===== config.mk =====
export PLATFORM = sky130hd
export DESIGN_NAME = lambda_lexer
export DESIGN_NICKNAME = d
export VERILOG_FILES = /design/src/rtl/lambda_lexer.sv
export SDC_FILE = /design/constraint.sdc
export NUM_CORES = 1
export LEC_CHECK = 0
export BUFFER_PORTS_ARGS = -buffer_cell sky130_fd_sc_hd__buf_2
export CAP_MARGIN = 15
export CORE_ASPECT_RATIO = 0.9
export CORE_UTILIZATION = 59
export DETAILED_ROUTE_END_ITERATION = 7
export PLACE_DENSITY = 0.8
export SYNTH_ARGS = -nofsm -noshare
export SYNTH_HDL_FRONTEND = slang
export SYNTH_SLANG_ARGS = --single-unit

===== constraint.sdc =====
create_clock -name clk -period 8.75 [get_ports clk]
set_input_delay 1.75 -clock clk [delete_from_list [all_inputs] [get_ports clk]]
set_output_delay 1.75 -clock clk [all_outputs]
set_load 0.05 [all_outputs]

===== src/rtl/lambda_lexer.sv =====
// lambda_lexer: tokenizer for lambda-calculus source text.
// Takes 9-bit chars (9'h1ff = EOF, otherwise bits[7:0] ASCII), drops
// whitespace and hands one registered token per valid/ready handshake to the
// parser. It also reports progress on a general::status_t port.
//
// Ports:
//   clk, rst             clock; asynchronous active-high reset
//   in_char/in_valid     char stream in; in_ready = lexer accepts this cycle
//   tok_valid/tok_ready  token handshake out
//   tok_type             0 LAMBDA, 1 DOT, 2 LPAREN, 3 RPAREN, 4 IDENT, 5 EOF, 6 ERR
//   tok_text/tok_len     IDENT chars (first char in [7:0], unused bytes 0), length
//   tok_pos              index of the token's first char (ERR: offending char)
//   status               ok / busy / eof / err
//
// Build option: define LEX_COMMENT_EN to enable '#'-to-end-of-line comments.
// When it is undefined, '#' is an illegal char.

package general;
  typedef enum logic [2:0] {
    status_ok   = 3'd0,
    status_busy = 3'd1,
    status_eof  = 3'd2,
    status_err  = 3'd3
  } status_t;
endpackage

module lambda_lexer #(
  parameter int MAX_IDENT = 8,
  parameter int POS_W     = 16
) (
  input  logic                           clk,
  input  logic                           rst,
  input  logic [8:0]                     in_char,
  input  logic                           in_valid,
  output logic                           in_ready,
  output logic                           tok_valid,
  input  logic                           tok_ready,
  output logic [2:0]                     tok_type,
  output logic [8*MAX_IDENT-1:0]         tok_text,
  output logic [$clog2(MAX_IDENT+1)-1:0] tok_len,
  output logic [POS_W-1:0]               tok_pos,
  output general::status_t               status
);

  localparam int LW = $clog2(MAX_IDENT+1);

  localparam logic [2:0] S_SCAN    = 3'd0;
  localparam logic [2:0] S_IDENT   = 3'd1;
  localparam logic [2:0] S_HELD    = 3'd2;
  localparam logic [2:0] S_DONE    = 3'd3;
  localparam logic [2:0] S_ERROR   = 3'd4;
  localparam logic [2:0] S_COMMENT = 3'd5;

  localparam logic [2:0] T_LAMBDA = 3'd0;
  localparam logic [2:0] T_DOT    = 3'd1;
  localparam logic [2:0] T_LPAREN = 3'd2;
  localparam logic [2:0] T_RPAREN = 3'd3;
  localparam logic [2:0] T_IDENT  = 3'd4;
  localparam logic [2:0] T_EOF    = 3'd5;
  localparam logic [2:0] T_ERR    = 3'd6;

  localparam logic [8:0] EOF_CHAR = 9'h1ff;

  function automatic logic is_lower(input logic [8:0] c);
    return !c[8] && (c[7:0] >= 8'h61) && (c[7:0] <= 8'h7a);
  endfunction

  function automatic logic is_identc(input logic [8:0] c);
    return is_lower(c) || c == 9'h05f ||
           (!c[8] && (c[7:0] >= 8'h30) && (c[7:0] <= 8'h39));
  endfunction

  logic [2:0]             state, state_n;
  logic [POS_W-1:0]       pos_cnt, pos_n;
  logic [8*MAX_IDENT-1:0] ident_buf, ident_buf_n;
  logic [LW-1:0]          ident_len, ident_len_n;
  logic [POS_W-1:0]       ident_pos, ident_pos_n;
  logic [8:0]             held_char, held_char_n;
  logic [POS_W-1:0]       held_pos, held_pos_n;
  logic                   tok_valid_n;
  logic [2:0]             tok_type_n;
  logic [8*MAX_IDENT-1:0] tok_text_n;
  logic [LW-1:0]          tok_len_n;
  logic [POS_W-1:0]       tok_pos_n;

  logic                   can_emit, accept;
  logic                   scan_go;
  logic [8:0]             scan_char;
  logic [POS_W-1:0]       scan_pos;
  logic                   emit;
  logic [2:0]             emit_type;
  logic [8*MAX_IDENT-1:0] emit_text;
  logic [LW-1:0]          emit_len;
  logic [POS_W-1:0]       emit_pos;

  // The output register is free when empty or being retired this cycle.
  assign can_emit = !tok_valid || tok_ready;
  assign in_ready = (state == S_SCAN || state == S_IDENT || state == S_COMMENT) && can_emit;
  assign accept   = in_valid && in_ready;

  always_comb begin
    state_n     = state;
    pos_n       = pos_cnt;
    ident_buf_n = ident_buf;
    ident_len_n = ident_len;
    ident_pos_n = ident_pos;
    held_char_n = held_char;
    held_pos_n  = held_pos;
    tok_valid_n = tok_valid && !tok_ready;
    tok_type_n  = tok_type;
    tok_text_n  = tok_text;
    tok_len_n   = tok_len;
    tok_pos_n   = tok_pos;
    scan_go     = 1'b0;
    scan_char   = '0;
    scan_pos    = '0;
    emit        = 1'b0;
    emit_type   = T_ERR;
    emit_text   = '0;
    emit_len    = '0;
    emit_pos    = '0;

    if (accept) pos_n = pos_cnt + 1'b1;

    // SCAN and HELD share one char classifier; HELD feeds it the stored
    // delimiter and its stored position instead of the input port.
    case (state)
      S_SCAN: if (accept) begin
        scan_go   = 1'b1;
        scan_char = in_char;
        scan_pos  = pos_cnt;
      end
      S_HELD: if (can_emit) begin
        scan_go   = 1'b1;
        scan_char = held_char;
        scan_pos  = held_pos;
      end
      S_IDENT: if (accept) begin
        if (is_identc(in_char)) begin
          if (ident_len == LW'(MAX_IDENT)) begin
            emit     = 1'b1;
            emit_pos = pos_cnt;
            state_n  = S_ERROR;
          end else begin
            ident_buf_n[ident_len*8 +: 8] = in_char[7:0];
            ident_len_n = ident_len + 1'b1;
          end
        end else begin
          emit        = 1'b1;
          emit_type   = T_IDENT;
          emit_text   = ident_buf;
          emit_len    = ident_len;
          emit_pos    = ident_pos;
          held_char_n = in_char;
          held_pos_n  = pos_cnt;
          state_n     = S_HELD;
        end
      end
`ifdef LEX_COMMENT_EN
      S_COMMENT: if (accept) begin
        if (in_char == EOF_CHAR) begin
          emit      = 1'b1;
          emit_type = T_EOF;
          emit_pos  = pos_cnt;
          state_n   = S_DONE;
        end else if (in_char == 9'h00a) begin
          state_n = S_SCAN;
        end
      end
`endif
      default: ;
    endcase

    if (scan_go) begin
      state_n  = S_SCAN;
      emit_pos = scan_pos;
      case (scan_char)
        9'h020, 9'h009, 9'h00a, 9'h00d: ;
        9'h05c: begin emit = 1'b1; emit_type = T_LAMBDA; end
        9'h02e: begin emit = 1'b1; emit_type = T_DOT;    end
        9'h028: begin emit = 1'b1; emit_type = T_LPAREN; end
        9'h029: begin emit = 1'b1; emit_type = T_RPAREN; end
        EOF_CHAR: begin
          emit      = 1'b1;
          emit_type = T_EOF;
          state_n   = S_DONE;
        end
`ifdef LEX_COMMENT_EN
        9'h023: state_n = S_COMMENT;
`endif
        default: begin
          if (is_lower(scan_char)) begin
            ident_buf_n        = '0;
            ident_buf_n[7:0]   = scan_char[7:0];
            ident_len_n        = LW'(1);
            ident_pos_n        = scan_pos;
            state_n            = S_IDENT;
          end else begin
            emit    = 1'b1;
            state_n = S_ERROR;
          end
        end
      endcase
    end

    if (emit) begin
      tok_valid_n = 1'b1;
      tok_type_n  = emit_type;
      tok_text_n  = emit_text;
      tok_len_n   = emit_len;
      tok_pos_n   = emit_pos;
    end
  end

  always_ff @(posedge clk or posedge rst) begin
    if (rst) begin
      state     <= S_SCAN;
      pos_cnt   <= '0;
      ident_buf <= '0;
      ident_len <= '0;
      ident_pos <= '0;
      held_char <= '0;
      held_pos  <= '0;
      tok_valid <= 1'b0;
      tok_type  <= '0;
      tok_text  <= '0;
      tok_len   <= '0;
      tok_pos   <= '0;
    end else begin
      state     <= state_n;
      pos_cnt   <= pos_n;
      ident_buf <= ident_buf_n;
      ident_len <= ident_len_n;
      ident_pos <= ident_pos_n;
      held_char <= held_char_n;
      held_pos  <= held_pos_n;
      tok_valid <= tok_valid_n;
      tok_type  <= tok_type_n;
      tok_text  <= tok_text_n;
      tok_len   <= tok_len_n;
      tok_pos   <= tok_pos_n;
    end
  end

  always_comb begin
    if (tok_valid || state == S_IDENT || state == S_HELD) status = general::status_busy;
    else if (state == S_DONE)                              status = general::status_eof;
    else if (state == S_ERROR)                             status = general::status_err;
    else                                                   status = general::status_ok;
  end

endmodule

==> results.md, run 1 <==
- Status: finished, final reports clean
- Vias/cell: 6.21
- TritonCTS clock tree: done
- Worst Setup SP: in_char[5]
- Number of global-route vias before repair: 6823
- CTS clk-pin slew, worst paths: 0.06 ns
- Tmin final: 4.89 ns
- Worst skew pair latency: 0.52 ns
- Chip Width: ~140 um
- Area grow syn2layout: 14.4%
- Arr. time, crit path: 5.34 ns
- Final WL: about 23000 um
- # DRC: 0
- Peak Freq: approximately 200 MHz
- Remaining global-route overflow: 0
- Post-CTS Hold Fix Bufs: 0
- Slowest cell delay on critical path: roughly 0.85 ns
- Antenna Nets Post-Route: 0
- Initial core utilization: 60.2%
- Share of the yosys chip area belonging to registers: between 50 and 60%
- Worst Min Path Start: ident_buf[24]$_DFF_PP0_
- Setup-failing EPs final: 0
- Via count: 7248
- Clk_skew: 0.0243 ns
- WL met3: 1520 um
- # Post-CTS Setup Buffers: 0
- Port buffer count: 103
- Mapped Nets: 896
- Post-synth EDFFs: 0
- Distinct cell type count after synthesis: 59
- Setup TNS: 0 ns
- Async SR Flop Fraction: 100%
- TritonCTS Sinks: 216
- Post-detail-place hpwl: 14200 um
- Routed met2 length: approximately 10000 um
- Largest net degree at the start of global routing: approximately 140
- Max-cap violations: 0
- Core area: 16100 um^2
- Final nets: 961
- Die height: 124 um
- Synth warn: 0
- Syn_area_per_cell: 11.0 um^2
- DR pass1 iterations: 5
- Area of the multi-input gates: ~3900 um^2
- Worst Tran Pin Value: ~1.1 ns
- Metal-1 WL: between 10000 and 15000 um
- DR iter-0 viols: 592
- Worst Hold Slack: 0.484 ns
- Fill cells: 1207
- Cells after Synth: 879
- CTS resizes: 0
- Worst relative slew slack: 25.8%
- Unrepaired setup endpoints after global routing: false
- Required time of the critical path: 9.20 ns
- Worst setup EP type: register
- Initial antenna violation count: 0
- First-pass GRT wire length: around 36000 um
- FF/Latch Area: 5410 um^2
- #FFs+latches synth: ~220
- Endpoints failing hold: 0
- CTS Buffer Depth: 3
- FP Rows: 44
- Leakage: between 5 and 6 nW
- Pwr/cell area: 255 nW/um^2
- Startpoint types: input pin
- Cell mode on critical path: a211o_1
- CP Class: input pin to register
- Fin util: 68.9%
- Peak VDD IR: 0.364 mV
- Fraction of layout cells with a size suffix above 1: 21.8%
- Final Cycle Share: 55.8%
- Hold Crit Class: register to register
- Cell Area, Synth: between 9000 and 10000 um^2
- H-tree depth: 1
- Reg2reg start: state[1]$_DFFE_PP0P_
- Root Buffer: clkbuf_16
- Ant. Diodes: 0
- Critical path's slowest cell: a31oi_4
- RD Place Congestion: ~0.89
- CTS buffer count: 22
- Crit-path cells: buf_2 -> inv_1 -> a211o_1 -> a31oi_4 -> nand2b_2 -> a211o_1 -> or3b_2 -> buf_4 -> a22o_1
- Max Fanout on Critical Path: 42
- Die area: 16900 um^2
- Num ports: 105
- Tot GR Track Use: about 28%
- Dominant synthesized flop cell: dfrtp_1
- Top layer reached by signal wires: met4
- Max-slew violations: 0
- Routed len/inst: 19.4 um
[cells in the final DEF, fill, tap and decap left out, drive strengths merged, types with 12 or more instances in the layout]
| cell type | synthesis | final |
|---|---|---|
| nor2b | 23 | 23 |
| nand2 | 66 | 66 |
| a31oi | 17 | 17 |
| mux2i | 31 | 31 |
| xnor2 | 14 | 14 |
| nand3 | 34 | 34 |
| a22oi | 17 | 17 |
| nor2 | 70 | 70 |
| dfrtp | 216 | 216 |
| clkbuf | 38 | 28 |
| buf | 31 | 110 |
| a21oi | 49 | 49 |
| o21ai | 37 | 37 |
| nand2b | 12 | 12 |
| nor3 | 12 | 12 |
| a22o | 70 | 70 |
| mux2 | 42 | 42 |
[path summary, 6_finish.rpt]
check | end | slack, ns | cells after the start
max in group asynchronous | tok_text[57]$_DFFE_PP0P_ | 5.76 | 3
setup / recovery | tok_text[34]$_DFFE_PP0P_ | 3.86 | 9
min in group asynchronous | held_char[0]$_DFFE_PP0P_ | 1.41 | 2
hold reg to reg | tok_text[24]$_DFFE_PP0P_ | 0.48 | 1
setup reg to reg | held_char[4]$_DFFE_PP0P_ | 4.53 | 5
hold / removal | tok_text[24]$_DFFE_PP0P_ | 0.48 | 1
[metal layers]
metal,vias up,track usage (%)
li1,3301,-
met1,3612,41.0
met2,297,42.5
met3,38,3.85
met4,0,7.49
met5,-,0
[stage by stage]
stage / cell area [um^2] / worst slack [ns] / cells / power (W)
floorplan: 9680 / 1.09 / 879 / 0.00162
global placement: 10200 / 3.47 / 1127 / 0.00175
detailed placement: 10200 / 3.36 / 1127 / 0.00176
CTS: 11100 / 3.88 / 1167 / 0.00283
global route: 11100 / 3.68 / 1167 / 0.00294
finish: 11100 / 3.86 / 1167 / 0.00283
[cells in the mapped netlist (all sizes together), types with 5 or more instances]
library cell    n  area (um^2)
nor2b          23          144
dfrtp         216         5410
mux2           42          503
inv            10         37.5
nand2b         12         77.6
nor2           70          268
a22oi          17          128
xnor2          14          123
a22o           70          613
nand4           9         56.3
nor4            7         65.1
nand3          34          170
buf            31          170
nor3           12         70.1
xor2            5         43.8
a31oi          17          121
clkbuf         38          143
a211o           6         52.6
and3           11         68.8
nand2          66          248
nand3b          5         37.5
and2            8         50.1
a21oi          49          245
o21ai          37          185
mux2i          31          310
[report_power, final]
part,internal (W),switching [W],leakage (nW)
clock,0.000681,0.000392,0.419
sequential,0.00108,0.0000973,2.97
combinational,0.000180,0.000399,2.14
[cell families (layout without fill, tap and decap cells)]
family | count (synthesis) | in the layout | synth area share, %
xor+xnor | 19 | 19 | 1.72
buf+inv | 80 | 161 | 3.66
other cells | 1 | 1 | 0.0387
flops | 216 | 216 | 55.8
mux | 73 | 73 | 8.40
fa+ha+maj | 4 | 4 | 0.517
simple gates | 268 | 268 | 13.8
compound gates | 218 | 218 | 16.0
[cell type report]
cell class	instances	area share, %
multi-input combinational	583	35.6
clock buffer	28	5.63
tap	207	2.34
timing repair buffer	110	5.13
clock inverter	12	2.00
sequential	216	48.8
inverter	11	0.441
[state kept, by name (all words and copies together), names as in the netlist, 4 cells and up]
| register | cells |
|---|---|
| ident_buf | 64 |
| tok_text | 64 |
| held_pos | 16 |
| ident_pos | 16 |
| held_char | 9 |
| tok_len | 4 |
| pos_cnt | 16 |
| ident_len | 4 |
| tok_pos | 16 |
[critical path, delay by kind of cell]
family | cells | cell delay [ns]
AO/OA/AOI/OAI | 4 | 1.76
buffers and inverters | 3 | 1.00
AND/OR/NAND/NOR | 2 | 0.78
(Power assumes the default switching activity.)
==> run 2, diff against run 1 <==
==> constraint.sdc (replaced) <==
create_clock -name clk -period 4.95 [get_ports clk]
set_input_delay 0.99 -clock clk [delete_from_list [all_inputs] [get_ports clk]]
set_output_delay 0.99 -clock clk [all_outputs]
set_load 0.05 [all_outputs]
==> run 2 against run 1 <==
  * Die area unchanged
  * Non-clock buffer count increased by 7
  * Sequential share of layout area increased by 0.094 points
  * Highest routed layer unchanged
  * Count of clock-buffer cells in the layout increased by 3
  * Utilization decreased by 0.13 points
  * Combinational power increased by 78%
  * Total power increased by 70%
  * First-iteration DRC count increased by 11%
  * Via count increased by 0.57%
  * Worst hold slack got worse by 0.11 ns
  * Clock power increased by 58%
  * Clock skew decreased by 0.0073 ns
==> results.md, run 2 (same netlist as run 1, synthesis figures left out) <==
- Internal: 0.00323 W (+67%)
- Post-CTS Hold Fix Bufs: 0 (unchanged)
- Pwr Total: 0.00480 W (+70%)
- Routed met2 length: 10300 um (-1.5%)
- Arr. time, crit path: 4.22 ns (-1.12 ns)
- Num ports: 105 (unchanged)
- Number of global-route vias before repair: 7015 (+2.8%)
- Startpoint types: register
- Die height: 124 um (unchanged)
- Fin util: 68.7% (-0.13 points)
- Hold Crit Class: input pin to asynchronous set/reset pin
- Fraction of layout cells with a size suffix above 1: 22.0% (+0.26 points)
- Initial core utilization: 60.2% (unchanged)
- Final nets: 968 (+0.73%)
- Worst setup EP type: register
- CP Capture Point: tok_text[50]$_DFFE_PP0P_
- Crit-path cells: nand2b_1 -> nor4_2 -> buf_4 -> o2bb2ai_1 -> a21oi_1 -> nor4b_2 -> or3b_2 -> buf_4 -> a22o_1
- Worst path depth: 9 (unchanged)
- Cell mode on critical path: buf_4
- Peak VDD IR: 0.593 mV (+63%)
- Reg power frac: 43.2% (+1.7 points)
- Placed Cells incl. Taps: 1134 (+0.62%)
- Commonest non-fill, non-tap cell in the layout: dfrtp_1
- Logic pwr share: 21.5% (+1.0 points)
- Reg2reg start: state[1]$_DFFE_PP0P_
- Tot GR Track Use: 28.4% (+0.84 points)
- Core area: 16100 um^2 (unchanged)
- Vias/cell: 6.21 (about the same)
- Worst Setup SP: state[1]$_DFFE_PP0P_
- Leakage: 5.51 nW (-0.29%)
- # DRC: 0 (unchanged)
- Critical path's slowest cell: or3b_2
- Largest registers: ident_buf x64, tok_text x64
- Setup-failing EPs final: 0 (unchanged)
- Clock share of power: 35.3% (-2.7 points)
- Antenna Nets Post-Route: 0 (unchanged)
- TritonCTS clock tree: done
- Reg-to-reg slack, setup: 1.18 ns (-3.35 ns)
- Slowest cell delay on critical path: 0.80 ns (-0.05 ns)
- Max-slew violations: 0 (unchanged)
- Worst relative slew slack: 27.4% (+1.6 points)
- Area grow syn2layout: 14.2%
- Final Cycle Share: ~76%
- CP Class: register to register
- Peak Freq: 265 MHz
- DR pass1 iterations: 5 (unchanged)
- Post-route cell area: 11000 um^2 (-0.19%)
- Max Fanout on Critical Path: 36 (-14%)
- DR iter-0 viols: 657 (+11%)
- Non-Filler Instances: 1174 (+0.60%)
- RD Place Congestion: 0.907 (+1.9%)
- Top layer reached by signal wires: met4
- Via count: 7289 (+0.57%)
- Worst Tran Pin Value: 1.09 ns (-0.0243 ns)
- Initial antenna violation count: 0 (unchanged)
- CTS buffer count: 22 (unchanged)
- Die area: 16900 um^2 (unchanged)
- Placed cell area: 10300 um^2 (+0.78%)
- Clk_skew: 0.0170 ns (-0.00728 ns)
- Switching Share: 32.7% (+1.3 points)
- Chip Width: 137 um (unchanged)
- WP buf/inv: 2 (-1)
- Final WL: 22900 um (+0.79%)
- TritonCTS Sinks: 216 (unchanged)
- Worst path top cell family by delay: simple AND/OR/NAND/NOR gates
- Routed len/inst: 19.5 um (+0.19%)
- Setup TNS: 0 ns (unchanged)
- Root Buffer: clkbuf_16
- Unrepaired setup endpoints after global routing: false
- Metal-1 WL: 10300 um (+0.64%)
- Post-detail-place hpwl: 14600 um (+3.0%)
- # Post-CTS Setup Buffers: 0 (unchanged)
- Max-cap violations: 0 (unchanged)
- Endpoints failing hold: 0 (unchanged)
- H-tree depth: 1 (unchanged)
- Tmin final: 3.77 ns
- Port buffer count: 103 (unchanged)
- CTS Buffer Depth: 3 (unchanged)
- Pwr/cell area: 435 nW/um^2 (+70%)
- WL met3: 1680 um (+11%)
- CTS clk-pin slew, worst paths: 0.07 ns (about the same)
- Remaining global-route overflow: 0 (unchanged)
- Status: finished, final reports clean
- Required time of the critical path: 5.40 ns (-3.80 ns)
- Largest net degree at the start of global routing: 159 (+15%)
- Ant. Diodes: 0 (unchanged)
- Sw Pwr: 0.00157 W (+77%)
- Worst skew pair latency: 0.51 ns (about the same)
- CTS resizes: 0 (unchanged)
- First-pass GRT wire length: 37400 um (+3.2%)
- Commonest non-fill, non-tap cells in the layout: dfrtp_1, buf_2, a22o_1, nor2_1, nand2_1
- Reg2Reg Depth: 9 (+4)
- Reg2reg end: tok_text[50]$_DFFE_PP0P_
- FP Rows: 44 (unchanged)
[run 2: how the worst min path moves through the flow]
stage / startpoint / end / slack, ns / cells past startpoint
6_report: rst / held_char[3]$_DFFE_PP0P_ / 0.37 / 2
3_5_place_dp: ident_buf[15]$_DFF_PP0_ / tok_text[15]$_DFFE_PP0P_ / 0.48 / 1
2_1_floorplan: ident_buf[15]$_DFF_PP0_ / tok_text[15]$_DFFE_PP0P_ / 0.46 / 1
4_1_cts: rst / held_char[3]$_DFFE_PP0P_ / 0.36 / 2
5_1_grt: rst / held_char[3]$_DFFE_PP0P_ / 0.38 / 2
3_3_place_gp: ident_buf[15]$_DFF_PP0_ / tok_text[15]$_DFFE_PP0P_ / 0.47 / 1
[run 2: per-layer routing]
metal  vias to the layer above  track usage, %
met1                      3597            42.9
met2                       334            42.5
met3                        49            4.31
met5                         -               0
li1                       3309               -
met4                         0            8.59
[run 2: through the flow]
stage | setup slack, ns | hold WS, ns
after floorplan | 1.15 | 0.458
after global placement | 1.04 | 0.472
after detailed placement | 0.953 | 0.478
after CTS | 1.21 | 0.363
after global routing | 0.849 | 0.377
final | 1.18 | 0.375
[run 2: layout make-up]
cell class                      count  area, um^2
Sequential cell                   216        5410
Fill cell                        1196        5030
Multi-Input combinational cell    583        3940
Timing Repair Buffer              117         658
Clock buffer                       31         634
Tap cell                          207         259
Clock inverter                      9         109
Inverter                           11        45.0
[run 2: power by group through the flow]
stage	clock network [W]	registers (W)	logic, W
finish	0.00169	0.00208	0.00103
global route	0.00178	0.00210	0.00113
CTS	0.00172	0.00207	0.00103
detailed placement	0	0.00210	0.00102
global placement	0	0.00210	0.00101
floorplan	0	0.00212	0.000746
==> run 3, diff against run 2 <==
==> constraint.sdc (replaced) <==
create_clock -name clk -period 4 [get_ports clk]
set_input_delay 0.8 -clock clk [delete_from_list [all_inputs] [get_ports clk]]
set_output_delay 0.8 -clock clk [all_outputs]
set_load 0.05 [all_outputs]
==> run 3 against run 2 <==
  * Sequential power grew 22%
  * First-iteration DRC count shrank 13%
  * Non-clock buffer count grew 7
  * Register-to-register slack lost 0.12 ns
  * Via count is essentially flat
  * Cell count grew 0.60%
  * Critical path depth shrank 1
  * Count of clock-buffer cells in the layout shrank 5
  * Total power grew 29%
  * Cell area grew 1.2%
  * Wire length grew 1.9%
  * Largest power group unchanged
==> results.md, run 3 (same netlist as run 1, synthesis figures left out) <==
- Critical path's slowest cell: nor3_1
- Final nets: 976 (+0.83%)
- Port buffer count: 103 (unchanged)
- # Post-CTS Setup Buffers: 0 (unchanged)
- Post-detail-place hpwl: 15200 um (+4.1%)
- Antenna Nets Post-Route: 0 (unchanged)
- H-tree depth: 1 (unchanged)
- Area grow syn2layout: 15.6%
- CTS buffer count: 23 (+4.5%)
- Setup TNS: 0 ns (unchanged)
- Commonest non-fill, non-tap cell in the layout: dfrtp_1
- Largest registers: ident_buf x64, tok_text x64
- Status: finished, final reports clean
- Worst setup EP type: register
- # DRC: 0 (unchanged)
- Peak Freq: 340 MHz (+28%)
- Switching Share: 31.8% (-0.97 points)
- Post-route cell area: 11200 um^2 (+1.2%)
- Vias/cell: 6.18 (-0.54%)
- FP Rows: 44 (unchanged)
- Clk_skew: 0.00897 ns (-0.00806 ns)
- Chip Width: 137 um (unchanged)
- Clock share of power: 37.6% (+2.3 points)
- Max Fanout on Critical Path: 10 (-72%)
- Peak VDD IR: 0.511 mV (-14%)
- Core area: 16100 um^2 (unchanged)
- Max-slew violations: 0 (unchanged)
- Fraction of layout cells with a size suffix above 1: 22.8% (+0.77 points)
- Final WL: 23300 um (+1.9%)
- Fill cells: 1202 (+0.50%)
- Initial core utilization: 60.2% (unchanged)
- FF/Latch Area: 5410 um^2 (unchanged)
- Slowest cell delay on critical path: 0.68 ns (-0.12 ns)
- Tot GR Track Use: 28.3% (-0.10 points)
- RD Place Congestion: 0.914 (+0.85%)
- Max-cap violations: 0 (unchanged)
- Pwr/cell area: 555 nW/um^2 (+28%)
- Tmin final: 2.95 ns (-0.828 ns)
- Worst skew pair latency: 0.51 ns (about the same)
- Commonest non-fill, non-tap cells in the layout: dfrtp_1, buf_2, a22o_1, nor2_1, nand2_1
- First-pass GRT wire length: 37200 um (-0.63%)
- Num ports: 105 (unchanged)
- CTS resizes: 0 (unchanged)
- Unrepaired setup endpoints after global routing: false
- Final Cycle Share: 73.6% (-2.6 points)
- CP Class: register to register
- Worst Tran Pin Value: 0.837 ns (-0.252 ns)
- Largest net degree at the start of global routing: 85 (-47%)
- Die height: 124 um (unchanged)
- DR pass1 iterations: 5 (unchanged)
- Leakage: 5.59 nW (+1.5%)
- Worst relative slew slack: 43.8% (+16 points)
- CTS clk-pin slew, worst paths: 0.06 ns (about the same)
- Startpoint types: register
- Reg2Reg Depth: 8 (-1)
- Root Buffer: clkbuf_16
- Reg power frac: 41.0% (-2.2 points)
- Die area: 16900 um^2 (unchanged)
- DR iter-0 viols: 571 (-13%)
- Post-CTS Hold Fix Bufs: 0 (unchanged)
- TritonCTS Sinks: 216 (unchanged)
- Endpoints failing hold: 0 (unchanged)
- Ant. Diodes: 0 (unchanged)
- Sw Pwr: 0.00197 W (+25%)
- Setup-failing EPs final: 0 (unchanged)
- Arr. time, crit path: 3.31 ns (-0.91 ns)
- Required time of the critical path: 4.37 ns (-1.03 ns)
- Internal: 0.00423 W (+31%)
- Number of global-route vias before repair: 7106 (+1.3%)
- TritonCTS clock tree: done
- Hold Crit Class: input pin to asynchronous set/reset pin
- Placed cell area: 10400 um^2 (+0.51%)
- Via count: 7293 (+0.055%)
- Remaining global-route overflow: 0 (unchanged)
- Logic pwr share: 21.4% (about the same)
- Initial antenna violation count: 0 (unchanged)
- CTS Buffer Depth: 3 (unchanged)
- Routed len/inst: 19.7 um (+1.3%)
- Area of the multi-input gates: 3940 um^2 (unchanged)
- Crit-path cells: inv_1 -> ha_1 -> nor2b_1 -> nand2_1 -> nor3_1 -> o2111ai_2 -> mux2i_1 -> o21ai_0
-- run 3: metal layers --
layer	global-route usage (%)	wire length (um)
met4	7.69	469
met2	44.3	10800
met5	0	0
met1	40.8	10300
met3	4.96	1720
-- run 3: final timing paths --
check,to,slack (ns),from
min in group clk,tok_text[14]$_DFFE_PP0P_,0.48,ident_buf[14]$_DFF_PP0_
min reg2reg,tok_text[14]$_DFFE_PP0P_,0.48,ident_buf[14]$_DFF_PP0_
max,ident_buf[3]$_DFF_PP0_,1.05,ident_len[1]$_DFF_PP0_
max in group asynchronous,held_pos[9]$_DFFE_PP0P_,2.72,rst
min,tok_text[25]$_DFFE_PP0P_,0.36,rst
max reg2reg,ident_buf[3]$_DFF_PP0_,1.05,ident_len[1]$_DFF_PP0_
-- run 3: power by group through the flow --
stage | combinational (W) | clock [W] | sequential, W
after floorplan | 0.000923 | 0 | 0.00263
after global placement | 0.00129 | 0 | 0.00257
after detailed placement | 0.00131 | 0 | 0.00257
after CTS | 0.00132 | 0.00236 | 0.00254
after global routing | 0.00142 | 0.00243 | 0.00257
final | 0.00133 | 0.00233 | 0.00254
-- run 3: cell type report --
cell class,instances,area share [%]
clock inverter,14,2.07
timing repair buffer,124,6.35
clock buffer,26,5.34
inverter,11,0.403
tap,207,2.32
sequential,216,48.3
multi-input combinational,583,35.2
-- run 3: stage by stage --
step | std cells | power, W | utilization [%] | hold slack, ns | setup slack (ns)
floorplan | 879 | 0.00355 | - | 0.458 | 0.388
detailed placement | 1141 | 0.00389 | 64.4 | 0.472 | 0.649
global placement | 1141 | 0.00386 | 64.4 | 0.467 | 0.658
finish | 1181 | 0.00620 | 69.6 | 0.355 | 1.05
CTS | 1181 | 0.00622 | 69.6 | 0.355 | 1.08
global route | 1181 | 0.00642 | 69.6 | 0.385 | 0.744
-- run 3: worst max-delay path, delay by kind of cell (launching register included) --
kind	cells	cell delay [ns]
flops	1	0.46
simple gates	3	1.11
buf+inv	1	0.09
compound gates	2	0.64
mux	1	0.31
fa+ha+maj	1	0.19
